## config.mk

```make
export PLATFORM = sky130hd
export DESIGN_NAME = mem_access
export DESIGN_NICKNAME = d
export VERILOG_FILES = /design/src/rtl/mem_access_pkg.sv /design/src/rtl/mem_lane_mux.sv /design/src/rtl/mem_access.sv
export SDC_FILE = /design/constraint.sdc
export NUM_CORES = 1
export LEC_CHECK = 0
export BUFFER_PORTS_ARGS = -buffer_cell sky130_fd_sc_hd__buf_2
export CORE_AREA = 2 2 101 103
export CTS_BUF_LIST = sky130_fd_sc_hd__clkbuf_8
export DETAILED_ROUTE_END_ITERATION = 8
export DIE_AREA = 0 0 103 105
export PLACE_DENSITY = 0.75
export SLEW_MARGIN = 20
export SYNTH_ARGS = -nofsm -noshare
export SYNTH_HDL_FRONTEND = slang
export SYNTH_SLANG_ARGS = --single-unit
```

## constraint.sdc

```tcl
create_clock -name clk -period 1.85 [get_ports clk]
set_clock_uncertainty 0.05 [all_clocks]
set_input_delay 0.0925 -clock clk [delete_from_list [all_inputs] [get_ports clk]]
set_output_delay 0.0925 -clock clk [all_outputs]
set_load 0.02 [all_outputs]
```

## src/rtl/mem_access_pkg.sv

```systemverilog
// mem_access_pkg: shared aluop load/store codes, bus widths and access-size decode
// used by the MEM stage and its lane mux.
package mem_access_pkg;
    localparam int REG_W      = 32;
    localparam int REG_ADDR_W = 5;

    localparam logic [7:0] OP_LB  = 8'hE0;
    localparam logic [7:0] OP_LH  = 8'hE1;
    localparam logic [7:0] OP_LW  = 8'hE3;
    localparam logic [7:0] OP_LBU = 8'hE4;
    localparam logic [7:0] OP_LHU = 8'hE5;
    localparam logic [7:0] OP_SB  = 8'hE8;
    localparam logic [7:0] OP_SH  = 8'hE9;
    localparam logic [7:0] OP_SW  = 8'hEB;

    localparam logic             STOP       = 1'b1;
    localparam logic             NO_STOP    = 1'b0;
    localparam logic             RST_ENABLE = 1'b1;
    localparam logic [REG_W-1:0] ZERO_WORD  = '0;

    typedef enum logic [1:0] {IDLE, REQ, DONE} state_e;
    typedef enum logic [1:0] {SZ_NONE, SZ_BYTE, SZ_HALF, SZ_WORD} size_e;

    function automatic logic is_load(input logic [7:0] op);
        return op inside {OP_LB, OP_LH, OP_LW, OP_LBU, OP_LHU};
    endfunction

    function automatic logic is_store(input logic [7:0] op);
        return op inside {OP_SB, OP_SH, OP_SW};
    endfunction

    function automatic size_e acc_size(input logic [7:0] op);
        if (op inside {OP_LB, OP_LBU, OP_SB}) return SZ_BYTE;
        if (op inside {OP_LH, OP_LHU, OP_SH}) return SZ_HALF;
        if (op inside {OP_LW, OP_SW}) return SZ_WORD;
        return SZ_NONE;
    endfunction

    function automatic logic misaligned(input logic [7:0] op, input logic [1:0] a);
        return (acc_size(op) == SZ_HALF && a[0]) || (acc_size(op) == SZ_WORD && a != 2'b00);
    endfunction
endpackage

```

## src/rtl/mem_lane_mux.sv

```systemverilog
// mem_lane_mux: big-endian byte-lane select, store-data replication and
// sign/zero extension of the selected load lane.
module mem_lane_mux
    import mem_access_pkg::*;
(
    input  logic [7:0]       aluop_i,
    input  logic [1:0]       addr_i,
    input  logic [REG_W-1:0] reg2_i,
    input  logic [REG_W-1:0] rdata_i,
    output logic [3:0]       sel_o,
    output logic [REG_W-1:0] st_data_o,
    output logic [REG_W-1:0] ld_data_o
);
    size_e       sz;
    logic [7:0]  b;
    logic [15:0] h;

    assign sz = acc_size(aluop_i);
    // Byte 0 of the word sits in bits 31:24, so shift by (3 - addr) bytes.
    assign b  = 8'(rdata_i >> {~addr_i, 3'b000});
    assign h  = addr_i[1] ? rdata_i[15:0] : rdata_i[31:16];

    assign sel_o = sz == SZ_BYTE ? 4'b1000 >> addr_i :
                   sz == SZ_HALF ? (addr_i[1] ? 4'b0011 : 4'b1100) :
                   sz == SZ_WORD ? 4'b1111 : 4'b0000;

    assign st_data_o = sz == SZ_BYTE ? {4{reg2_i[7:0]}} :
                       sz == SZ_HALF ? {2{reg2_i[15:0]}} : reg2_i;

    assign ld_data_o = aluop_i == OP_LB  ? {{24{b[7]}}, b} :
                       aluop_i == OP_LBU ? {24'b0, b} :
                       aluop_i == OP_LH  ? {{16{h[15]}}, h} :
                       aluop_i == OP_LHU ? {16'b0, h} : rdata_i;
endmodule

```

## src/rtl/mem_access.sv

```systemverilog
// mem_access: MEM pipeline stage; passes ALU results through and runs load/store
// req/ack transactions on the data bus with a bounded wait for ack.
module mem_access
    import mem_access_pkg::*;
#(
    parameter int unsigned TIMEOUT_CYC = 255
) (
    input  logic                  clk,
    input  logic                  rst,
    input  logic [5:0]            stall,
    input  logic [REG_ADDR_W-1:0] wd_i,
    input  logic                  wreg_i,
    input  logic [REG_W-1:0]      wdata_i,
    input  logic [7:0]            aluop_i,
    input  logic [REG_W-1:0]      mem_addr_i,
    input  logic [REG_W-1:0]      reg2_i,
    output logic [REG_ADDR_W-1:0] wd_o,
    output logic                  wreg_o,
    output logic [REG_W-1:0]      wdata_o,
    output logic                  stallreq_o,
    output logic                  dbus_req_o,
    output logic                  dbus_we_o,
    output logic [REG_W-1:0]      dbus_addr_o,
    output logic [3:0]            dbus_sel_o,
    output logic [REG_W-1:0]      dbus_wdata_o,
    input  logic [REG_W-1:0]      dbus_rdata_i,
    input  logic                  dbus_ack_i,
    output logic                  excp_o
);
    localparam logic [7:0] TMO_LAST = 8'(TIMEOUT_CYC - 1);

    state_e           state_q;
    logic [REG_W-1:0] rdata_q;
    logic [7:0]       tmo_cnt_q;
    logic             tmo_q;
    logic             ld, st, mis, go, in_idle, in_req, in_done, tmo_hit, unused_stall;
    logic [3:0]       sel;
    logic [REG_W-1:0] st_data, ld_data;

    mem_lane_mux u_lane (
        .aluop_i   (aluop_i),
        .addr_i    (mem_addr_i[1:0]),
        .reg2_i    (reg2_i),
        .rdata_i   (rdata_q),
        .sel_o     (sel),
        .st_data_o (st_data),
        .ld_data_o (ld_data)
    );

    assign ld           = is_load(aluop_i);
    assign st           = is_store(aluop_i);
    assign mis          = misaligned(aluop_i, mem_addr_i[1:0]);
    assign in_idle      = state_q == IDLE;
    assign in_req       = state_q == REQ;
    assign in_done      = state_q == DONE;
    assign go           = in_idle && (ld || st) && !mis;
    // An ack arriving on the last allowed cycle still completes the access.
    assign tmo_hit      = in_req && !dbus_ack_i && tmo_cnt_q == TMO_LAST;
    assign unused_stall = ^{stall[5], stall[3:0]};

    always_ff @(posedge clk) begin
        if (rst == RST_ENABLE) begin
            state_q   <= IDLE;
            rdata_q   <= ZERO_WORD;
            tmo_cnt_q <= '0;
            tmo_q     <= 1'b0;
        end else begin
            case (state_q)
                IDLE: if (go) begin
                    state_q <= REQ;
                    tmo_q   <= 1'b0;
                end
                REQ: if (dbus_ack_i) begin
                    rdata_q   <= dbus_rdata_i;
                    tmo_cnt_q <= '0;
                    state_q   <= DONE;
                end else if (tmo_hit) begin
                    tmo_cnt_q <= '0;
                    tmo_q     <= 1'b1;
                    state_q   <= DONE;
                end else begin
                    tmo_cnt_q <= tmo_cnt_q + 8'd1;
                end
                DONE: if (!stall[4]) state_q <= IDLE;
                default: state_q <= IDLE;
            endcase
        end
    end

    assign wd_o         = wd_i;
    assign wreg_o       = in_idle ? (wreg_i && !mis) : (in_done && wreg_i && !st && !tmo_q);
    assign wdata_o      = (in_done && ld) ? ld_data : wdata_i;
    assign stallreq_o   = (go || in_req) ? STOP : NO_STOP;
    assign excp_o       = (in_idle && mis) || tmo_hit;
    assign dbus_req_o   = in_req;
    assign dbus_we_o    = in_req && st;
    assign dbus_addr_o  = in_req ? {mem_addr_i[REG_W-1:2], 2'b00} : ZERO_WORD;
    assign dbus_sel_o   = in_req ? sel : 4'b0000;
    assign dbus_wdata_o = dbus_we_o ? st_data : ZERO_WORD;
endmodule

```

==> metrics.csv <==
metric,value,unit
status,"complete, but fails checks",
failed_checks,negative setup slack,
cts-htree-levels,2,
peakVddDrop,0.319,mV
synth_compound_area_share,31.8,%
area_delta_synth_final,75.4,%
slew_headroom,58.6,%
crit_chain,mux2i_2 -> a211oi_2 -> o2111ai_4 -> buf_2 -> a31oi_1 -> buf_4,
core,9640,um2
grt_setup_unrepaired,true,
fill_cells,875,
cp_data_arrival_time,1790,ps
r2r_end,tmo_cnt_q[6],
cts.sinks,43,
crit_path_max_fanout,6,
setup_viol,22,
start_util,37.9,%
hold_viol_final,0,
grt_antenna_before_repair,0,
place.gp.congestion,0.985,
synth_top_family_by_area,compound AO/OA/AOI/OAI gates,
clockBufferDepth,2,
r2r_start,tmo_cnt_q[0],
endpoint,wdata_o[9],
place_ws,54.1,ps
netlist-cell-type-count,53,
clock_latency,290,ps
die_w,103,um
final.min_clock_period,1940,ps
drt-pass1-iter-count,5,
rrSetupSlack,160,ps
synth-seq-area-share,23.6,%
worst_setup_path_start_kind,flop,
drc,0,
antenna_left,0,
synth.area.mux_share,4.97,%
grt.overflow.total,0,
io_pins,261,
cts_inserted_buffers,5,
yosys.area_share.simple,29.8,%
leakage,2.87,nW
yosysWarnings,0,
tightest_slew,619,ps
drive_gt1_share,47.6,%
grt_pass1_wl,20100,um
grt_pass1_vias,4238,
wl_per_cell,15.4,um
cpPeakStageDelay,340,ps
grt_start_max_net_pins,37,
hpwl,9850,um
synth_edf_count,0,
critPathLaunch,rdata_q[15],
via_per_inst,5.18,
syn_inst,544,
maxCapViolCount,0,
drt_iter0_drc,204,
synth_xor_area_share,0,%
cp-end-kind,primary output,
ff2ff_path_depth,6,
rows,36,
path_clk_slew,80,ps
async_reset_ff_share,0,%
dieArea,10800,um2
ys.flop_type,dfxtp_1,
ys_ff_latch,43,
antenna_cells,0,
drv_slew,0,
fmax,0.516,GHz
timing.final.ws_setup,-86.2,ps
critical_path_required,1710,ps
fin_nets,973,
crit_path_top_delay_cell,dfxtp_2,
hold_class,input port to flop,
num_vias,4943,
holdPathStages,3,
power_density,329,nW/um2
worst-setup-path-type,flop to primary output,
finalCritPeriodShare,105,%
cts_tree,yes,
grt_util_all_layers,22.8,%
ctsRootBufferMaster,clkbuf_8,
synth_adder_area_share,0.685,%
syn_avg_cell_area,6.72,um2
portBuffers,243,
synth.cell_area,3650,um2
die_h,105,um
drt-total-wl,14700,um
hold_slack,8.18,ps
cells in the final DEF, fill, tap and decap left out, types with 3 or more instances in the layout:
master           n
buf_2          184
a31oi_4          7
dfxtp_2          6
a211oi_2         6
a21oi_1         66
o21ai_2          5
o21a_1           8
nand3_1         11
a31oi_1         13
and2_1           8
buf_6           48
nor2_2           4
dfxtp_1         37
dlygate4sd3_1   24
a31oi_2          8
inv_1           15
and2_4          30
and3_1           7
buf_4           49
a211oi_1         3
nand3b_1         4
o21ai_1          4
o21ai_0         25
buf_12           5
nor2_1          36
clkbuf_16        7
nand2_1        107
mux2i_1         16
a22oi_1         10
nand2b_4         3
a211o_1          8
clkbuf_8         5
o22ai_1          5
how the worst min path moves through the flow:
stage / from / end
CTS: dbus_rdata_i[4] / rdata_q[4]
floorplan: dbus_rdata_i[0] / rdata_q[0]
finish: dbus_rdata_i[30] / rdata_q[30]
detailed placement: wd_i[4] / wd_o[4]
global route: dbus_rdata_i[30] / rdata_q[30]
global placement: wd_i[4] / wd_o[4]
logic make-up (layout without fill, tap and decap cells):
family	after synthesis	count (layout)
flops	43	43
simple gates	227	227
buf+inv	68	344
other cells	1	2
fa+ha+maj	2	2
mux	18	18
compound gates	185	185
worst max-delay path, delay by kind of cell (launching register included):
| kind | cells | cell delay, ps |
|---|---|---|
| mux | 1 | 80 |
| buf+inv | 2 | 400 |
| compound gates | 3 | 690 |
| flops | 1 | 340 |
state kept, by name, indices dropped and copies added (netlist names):
register,cells
tmo_cnt_q,8
rdata_q,32
tmo_q,1
state_q,2
per-layer routing:
| layer | GRT usage [%] | part of all wire, % | vias up |
|---|---|---|---|
| met4 | 6.48 | 2.2 | 0 |
| met2 | 38.1 | 49 | 210 |
| met1 | 30.5 | 42 | 2239 |
| li1 | - | - | 2459 |
| met5 | 0 | 0 | - |
| met3 | 2.41 | 7.0 | 35 |
synth_stat cells (3+ instances only):
cell,number,area share (%)
nand3b_1,4,0.82
a21oi_1,66,9.0
inv_1,15,1.5
and2_1,38,6.5
buf_4,9,1.8
nand2_1,107,11
buf_2,14,1.9
a211o_1,8,1.9
mux2i_1,17,4.7
o22ai_1,8,1.4
o21a_1,8,1.6
a31oi_1,28,4.8
and3_1,7,1.2
buf_6,3,0.92
a211oi_2,4,1.4
nor2_1,41,4.2
a22oi_1,10,2.1
dfxtp_1,43,24
nand2b_1,4,0.68
nand3_1,11,1.5
o21ai_0,34,4.7
clkbuf_1,23,2.4
a211oi_1,6,1.2
final cells by class:
type                       count  area (um2)  share of cell area [%]
clock buffer                   5        68.8                    1.07
clock inverter                 3        16.3                   0.254
inverter                      17        67.6                    1.05
multi-input combinational    434        2820                    44.0
sequential                    43         868                    13.5
tap                          133         166                    2.60
timing repair buffer         319        2400                    37.4
per-stage QoR:
stage	util (%)	area, um2	power, mW	setup TNS, ps	cells
final	66.5	6410	2.11	-836	954
after global routing	66.5	6410	2.22	-3320	954
after CTS	57.7	5560	2.05	-14.9	935
after detailed placement	52.2	5030	1.43	0	898
after global placement	52.2	5030	1.43	0	898
after floorplan	-	3660	1.21	0	545
where the power goes:
part | leakage (nW) | internal, mW | switching, mW
sequential | 0.349 | 0.929 | 0.00581
clock | 0.0453 | 0.258 | 0.306
combinational | 2.48 | 0.308 | 0.300
total | 2.87 | 1.50 | 0.612
repair_timing:
action / 4_1_cts / 5_1_grt
pin swaps: 7 / 29
resized for setup: 34 / 165
hold buffers: 24 / 0
gates cloned: 4 / 10
setup endpoints to repair: 37 / 80
setup buffers: 1 / 9
endpoints found under the hold margin: 24 / 0
Power figures use the tool's default switching activity.
